File: src/rtl/pc_sequencer.sv
// rtl/pc_sequencer.sv - 65C02 program counter sequencer: increment, branch, jump, vector fetch, push
module pc_sequencer #(
    parameter logic [15:0] RESET_VEC = 16'hFFFC,
    parameter logic [15:0] NMI_VEC   = 16'hFFFA,
    parameter logic [15:0] IRQ_VEC   = 16'hFFFE
) (
    input  logic        fclk,
    input  logic        reset_n,
    input  logic        cmd_valid,
    input  logic [2:0]  cmd,
    input  logic [1:0]  vec_sel,
    input  logic [7:0]  db_in,
    output logic        cmd_ready,
    output logic [15:0] pc,
    output logic [15:0] addr_out,
    output logic [7:0]  db_out,
    output logic        db_we,
    output logic        page_cross,
    output logic        done
);

    typedef enum logic [2:0] {
        S_IDLE,
        S_FIX,
        S_JMP_HI,
        S_VEC_LO,
        S_VEC_HI,
        S_PUSH_HI,
        S_PUSH_LO
    } state_t;

    localparam logic [2:0] CMD_INC    = 3'd1;
    localparam logic [2:0] CMD_BRANCH = 3'd2;
    localparam logic [2:0] CMD_JUMP   = 3'd3;
    localparam logic [2:0] CMD_VECTOR = 3'd4;
    localparam logic [2:0] CMD_PUSH   = 3'd5;

    state_t      state_q, state_d;
    logic [15:0] pc_q, pc_d;
    logic [7:0]  temp_q, temp_d;
    logic [1:0]  vec_sel_q, vec_sel_d;
    logic [7:0]  db_out_q, db_out_d;
    logic        fix_dec_q, fix_dec_d;
    logic        page_cross_q, page_cross_d;
    logic        done_q, done_d;

    logic [15:0] vec_addr;
    logic [8:0]  br_sum;

    always_comb begin
        case (vec_sel_q)
            2'd0:    vec_addr = RESET_VEC;
            2'd1:    vec_addr = NMI_VEC;
            default: vec_addr = IRQ_VEC;
        endcase
    end

    always_comb begin
        case (state_q)
            S_JMP_HI: addr_out = pc_q + 16'd1;
            S_VEC_LO: addr_out = vec_addr;
            S_VEC_HI: addr_out = vec_addr + 16'd1;
            default:  addr_out = pc_q;
        endcase
    end

    // Carry out of the low-byte add decides whether PCH needs a fixup cycle.
    assign br_sum = {1'b0, pc_q[7:0]} + {1'b0, db_in};

    always_comb begin
        state_d      = state_q;
        pc_d         = pc_q;
        temp_d       = temp_q;
        vec_sel_d    = vec_sel_q;
        db_out_d     = db_out_q;
        fix_dec_d    = fix_dec_q;
        page_cross_d = 1'b0;
        done_d       = 1'b0;
        case (state_q)
            S_IDLE: begin
                if (cmd_valid) begin
                    case (cmd)
                        CMD_INC: begin
                            pc_d   = pc_q + 16'd1;
                            done_d = 1'b1;
                        end
                        CMD_BRANCH: begin
                            pc_d[7:0] = br_sum[7:0];
                            if (!db_in[7] && br_sum[8]) begin
                                fix_dec_d    = 1'b0;
                                page_cross_d = 1'b1;
                                state_d      = S_FIX;
                            end else if (db_in[7] && !br_sum[8]) begin
                                fix_dec_d    = 1'b1;
                                page_cross_d = 1'b1;
                                state_d      = S_FIX;
                            end else begin
                                done_d = 1'b1;
                            end
                        end
                        CMD_JUMP: begin
                            temp_d  = db_in;
                            state_d = S_JMP_HI;
                        end
                        CMD_VECTOR: begin
                            vec_sel_d = vec_sel;
                            state_d   = S_VEC_LO;
                        end
                        CMD_PUSH: begin
                            db_out_d = pc_q[15:8];
                            state_d  = S_PUSH_HI;
                        end
                        default: done_d = 1'b1;
                    endcase
                end
            end
            S_FIX: begin
                pc_d[15:8] = fix_dec_q ? pc_q[15:8] - 8'd1 : pc_q[15:8] + 8'd1;
                done_d     = 1'b1;
                state_d    = S_IDLE;
            end
            S_JMP_HI: begin
                pc_d    = {db_in, temp_q};
                done_d  = 1'b1;
                state_d = S_IDLE;
            end
            S_VEC_LO: begin
                temp_d  = db_in;
                state_d = S_VEC_HI;
            end
            S_VEC_HI: begin
                pc_d    = {db_in, temp_q};
                done_d  = 1'b1;
                state_d = S_IDLE;
            end
            S_PUSH_HI: begin
                db_out_d = pc_q[7:0];
                state_d  = S_PUSH_LO;
            end
            S_PUSH_LO: begin
                done_d  = 1'b1;
                state_d = S_IDLE;
            end
            default: state_d = S_IDLE;
        endcase
    end

    // Reset lands in VEC_LO so the reset vector is fetched as soon as reset_n rises.
    always_ff @(posedge fclk or negedge reset_n) begin
        if (!reset_n) begin
            state_q      <= S_VEC_LO;
            pc_q         <= 16'h0000;
            temp_q       <= 8'h00;
            vec_sel_q    <= 2'd0;
            db_out_q     <= 8'h00;
            fix_dec_q    <= 1'b0;
            page_cross_q <= 1'b0;
            done_q       <= 1'b0;
        end else begin
            state_q      <= state_d;
            pc_q         <= pc_d;
            temp_q       <= temp_d;
            vec_sel_q    <= vec_sel_d;
            db_out_q     <= db_out_d;
            fix_dec_q    <= fix_dec_d;
            page_cross_q <= page_cross_d;
            done_q       <= done_d;
        end
    end

    assign cmd_ready  = (state_q == S_IDLE);
    assign db_we      = (state_q == S_PUSH_HI) || (state_q == S_PUSH_LO);
    assign pc         = pc_q;
    assign db_out     = db_out_q;
    assign page_cross = page_cross_q;
    assign done       = done_q;

endmodule

File: config.mk
export PLATFORM = sky130hd
export DESIGN_NAME = pc_sequencer
export DESIGN_NICKNAME = d
export VERILOG_FILES = /design/src/rtl/pc_sequencer.sv
export SDC_FILE = /design/constraint.sdc
export NUM_CORES = 1
export LEC_CHECK = 0
export ABC_AREA = 1
export ABC_CLOCK_PERIOD_IN_PS = 5100
export CAP_MARGIN = 20
export CORE_MARGIN = 1
export CORE_UTILIZATION = 45
export DETAILED_ROUTE_END_ITERATION = 8
export PLACE_DENSITY = 0.72
export SETUP_SLACK_MARGIN = 0.2
export SLEW_MARGIN = 10
export SYNTH_ARGS = -nofsm -noshare
export SYNTH_HDL_FRONTEND = slang
export SYNTH_SLANG_ARGS = --single-unit
File: constraint.sdc
create_clock -name fclk -period 5.1 [get_ports fclk]
set_input_delay 0.51 -clock fclk [delete_from_list [all_inputs] [get_ports fclk]]
set_output_delay 0.51 -clock fclk [all_outputs]
set_load 0.05 [all_outputs]
==> results.md <==
| Quantity | Value |
| --- | --- |
| Number of synthesis warnings | 0 |
| Final clock period utilization by the worst path | 69.8% |
| Synth Area in Compound Gates | 16.0% |
| Endpoint kind of the worst setup timing path | output pin |
| Hold Fails Final Rpt | 0 |
| DRT Pass-1 Iters | 6 |
| H-tree Lvls | 2 |
| Setup Crit Path Kind | flip-flop to output pin |
| Clock root cell | clkbuf_8 |
| Top cell type's share of synthesized area | 28.1% |
| Highest attainable clock frequency | 281 MHz |
| Area leader, netlist | dfrtp_1 |
| Final-layout worst hold slack | 352 ps |
| Post-synthesis cell area | 3390 um2 |
| Insertion delay of the later-clocked pin in the worst-skew pair | 300 ps |
| Run status | completed |
| Bufs on Longest Clock Path | 2 |
| Pins over their slew limit | 0 |
| Post-synthesis mux area share | 1.59% |
| Setup repair after global routing missed its margin | false |
| Clock slew seen by the registers of the worst setup and hold paths | 80 ps |
| Arithmetic-cell share of the synthesized area counting full adders, half adders and majority gates | 7.46% |
| Core region area | 7250 um2 |
| Fin crit period | 3560 ps |
| Fraction of synthesized cell area in xor and xnor cells | 2.07% |
| Transition time at the pin with the least slew margin | 942 ps |
| Maximum single-stage delay on the critical path | 820 ps |
| Number of global-route vias before repair | 3353 |
| Fill cell instance count of the final layout | 723 |
| Global-route wire length before repair | 16100 um |
| Number of design rule violations left after detail routing | 0 |
| Gates resized, CTS repair | 0 |
| Library cell contributing the largest single delay on the critical path | clkdlybuf4s50_1 |
| Number of clock sinks seen by CTS | 40 |
| GP Congestion | 0.905 |
| Per-instance average area after synthesis | 6.68 um2 |
| Wirelength per Cell | 15.0 um |
| Max capacitance violation total | 0 |
| Post-synthesis share of cell area spent on and, or, nand and nor gates | 31.9% |
| Worst-path fanout max | 11 |
| CTS tree | built |
| Total routed wirelength | 9910 um |
| Detailed-placement wirelength estimate | 7730 um |
| Layout overhead on the synthesized area | 22.3% |
| Number of nets in the final layout | 596 |
| Fraction of layout instances using a drive strength above 1 | 5.69% |
| Number of enable flip-flop cells after synthesis | 0 |
| Pin count of the biggest net entering global routing | 41 |
| Post-CTS Hold Fix Bufs | 0 |
| Data arrival time of the worst path | 3050 ps |
| Initial standard-cell utilization of the core | 46.7% |
| Worst Skew | 6.97 ps |
| Main combinational cell family by area after synthesis | simple AND/OR/NAND/NOR gates |
| Number of DRC markers in iteration 0 | 258 |
| CP startpoint kind | flip-flop |
| Endpoints failing setup | 0 |
| Top Ports | 60 |
| Area contributors post-synth | dfrtp_1 28%, nand2_1 14%, inv_1 8.4% |
| Post-detailed-route count of antenna-violating nets | 0 |
| Synthesized netlist cell count | 507 |
| Cell Chain, Critical Path | nand3_1 -> nand2_1 -> inv_1 -> a21oi_1 -> clkdlybuf4s50_1 |
| Die area | 7880 um2 |
| Via count | 3514 |
| Post-synthesis cell type count | 40 |
| Setup TNS Final | 0 ps |
| Seq/Total Area, Yosys | 29.6% |
| Number of port buffers | 59 |
| Leftover overflow at the end of global routing | 0 |
| Slew Limit Headroom | 37.2% |
| Setup repair bufs after CTS | 0 |
| Register bit count reported by yosys | 40 |
| Global-route usage over all layers | 27.3% |
| Proportion of synthesized flip-flops having asynchronous set or reset | 100% |
| Floorplan row count | 31 |
| ANT cells | 0 |
| Synthesized netlist net count | 542 |
| Main synth FF type | dfrtp_1 |
| Path type of the worst min-delay path | input pin to asynchronous set/reset pin |
| DIE HEIGHT | 88.8 um |
| Initial antenna violation count | 0 |
| Die boundary width | 88.8 um |
| Total CTS buffers | 5 |
| Via density per instance | 5.32 |
| Required time worst endpoint | 4590 ps |
## worst max-delay path: cells and delay by family (launching register included)
family,cells,cell delay [ps]
simple gates,2,890
buf+inv,2,1080
flops,1,570
compound gates,1,210
## logic make-up after synthesis
group           Yosys count
fa+ha+maj                19
buf+inv                  92
simple gates            246
compound gates           97
mux                       5
flops                    40
xor+xnor                  8
## sequential cells by signal (all words and copies together), names as in the netlist
signal and cells:
page_cross 1, vec_sel_q 2, temp_q 8, fix_dec_q 1, state_q 3, db_out 8, done 1, pc 16
## routing by layer
layer  track usage, %  share of wire, %
met3             4.38               7.3
met1             34.1                43
met2             47.6                48
met5                0                 0
met4             9.38               1.7
## worst paths after layout
| check | startpoint | endpoint | slack (ps) | cells after the start |
|---|---|---|---|---|
| min in group fclk | db_out[3]$_DFFE_PN0P_ | db_out[3]$_DFFE_PN0P_ | 490 | 1 |
| worst max-delay path | state_q[1]$_DFFE_PN1P_ | addr_out[8] | 1540 | 5 |
| worst min register to register | db_out[3]$_DFFE_PN0P_ | db_out[3]$_DFFE_PN0P_ | 490 | 1 |
| worst max register to register | pc[0]$_DFFE_PN0P_ | fix_dec_q$_DFFE_PN0P_ | 2400 | 12 |
| worst min-delay path | reset_n | db_out[1]$_DFFE_PN0P_ | 350 | 1 |
| max in group asynchronous | reset_n | pc[6]$_DFFE_PN0P_ | 4160 | 1 |
## cell usage in the layout (no fill, tap or decap), types with 3 or more instances in the layout
| master | instances |
|---|---|
| nand3_1 | 52 |
| xor2_1 | 6 |
| a31oi_1 | 3 |
| a21oi_1 | 36 |
| o21ai_0 | 35 |
| ha_1 | 17 |
| clkdlybuf4s50_1 | 58 |
| nor2_1 | 47 |
| dfrtp_1 | 38 |
| o211ai_1 | 4 |
| o21a_1 | 8 |
| nand2_1 | 123 |
| a22oi_1 | 3 |
| nand2_2 | 3 |
| mux2_2 | 3 |
| nand4_1 | 7 |
| inv_1 | 76 |
| clkbuf_8 | 7 |
| nor2_4 | 3 |
| o22ai_1 | 3 |
| nand3b_1 | 3 |
## cells in the mapped netlist (4+ instances only)
library cell	n
nand2_1	123
o21a_1	8
a21oi_1	36
buf_2	7
o211ai_1	4
nor2_1	47
nand3_1	52
xor2_1	6
o21ai_0	35
nand4_1	7
ha_1	17
inv_1	76
dfrtp_1	38
## metrics by stage
stage          instance area (um2)  cells  setup slack (ps)  util (%)
2_1_floorplan                 3390    507              2320         -
3_3_place_gp                  4020    653              1970      55.4
3_5_place_dp                  4020    653              1920      55.4
4_1_cts                       4140    661              1580      57.1
5_1_grt                       4140    661              1370      57.1
6_report                      4140    661              1540      57.1
## layout make-up
cell class	count	area, um2	area share, %
Clock buffer	7	96.3	2.32
Sequential cell	40	1000	24.2
Timing Repair Buffer	59	586	14.1
Clock inverter	1	30.0	0.725
Multi-Input combinational cell	375	2000	48.2
Inverter	80	308	7.43
Tap cell	99	124	2.99
Power is not shown: default switching activity piles up to over one toggle a cycle in this logic, so the estimate is an artifact.
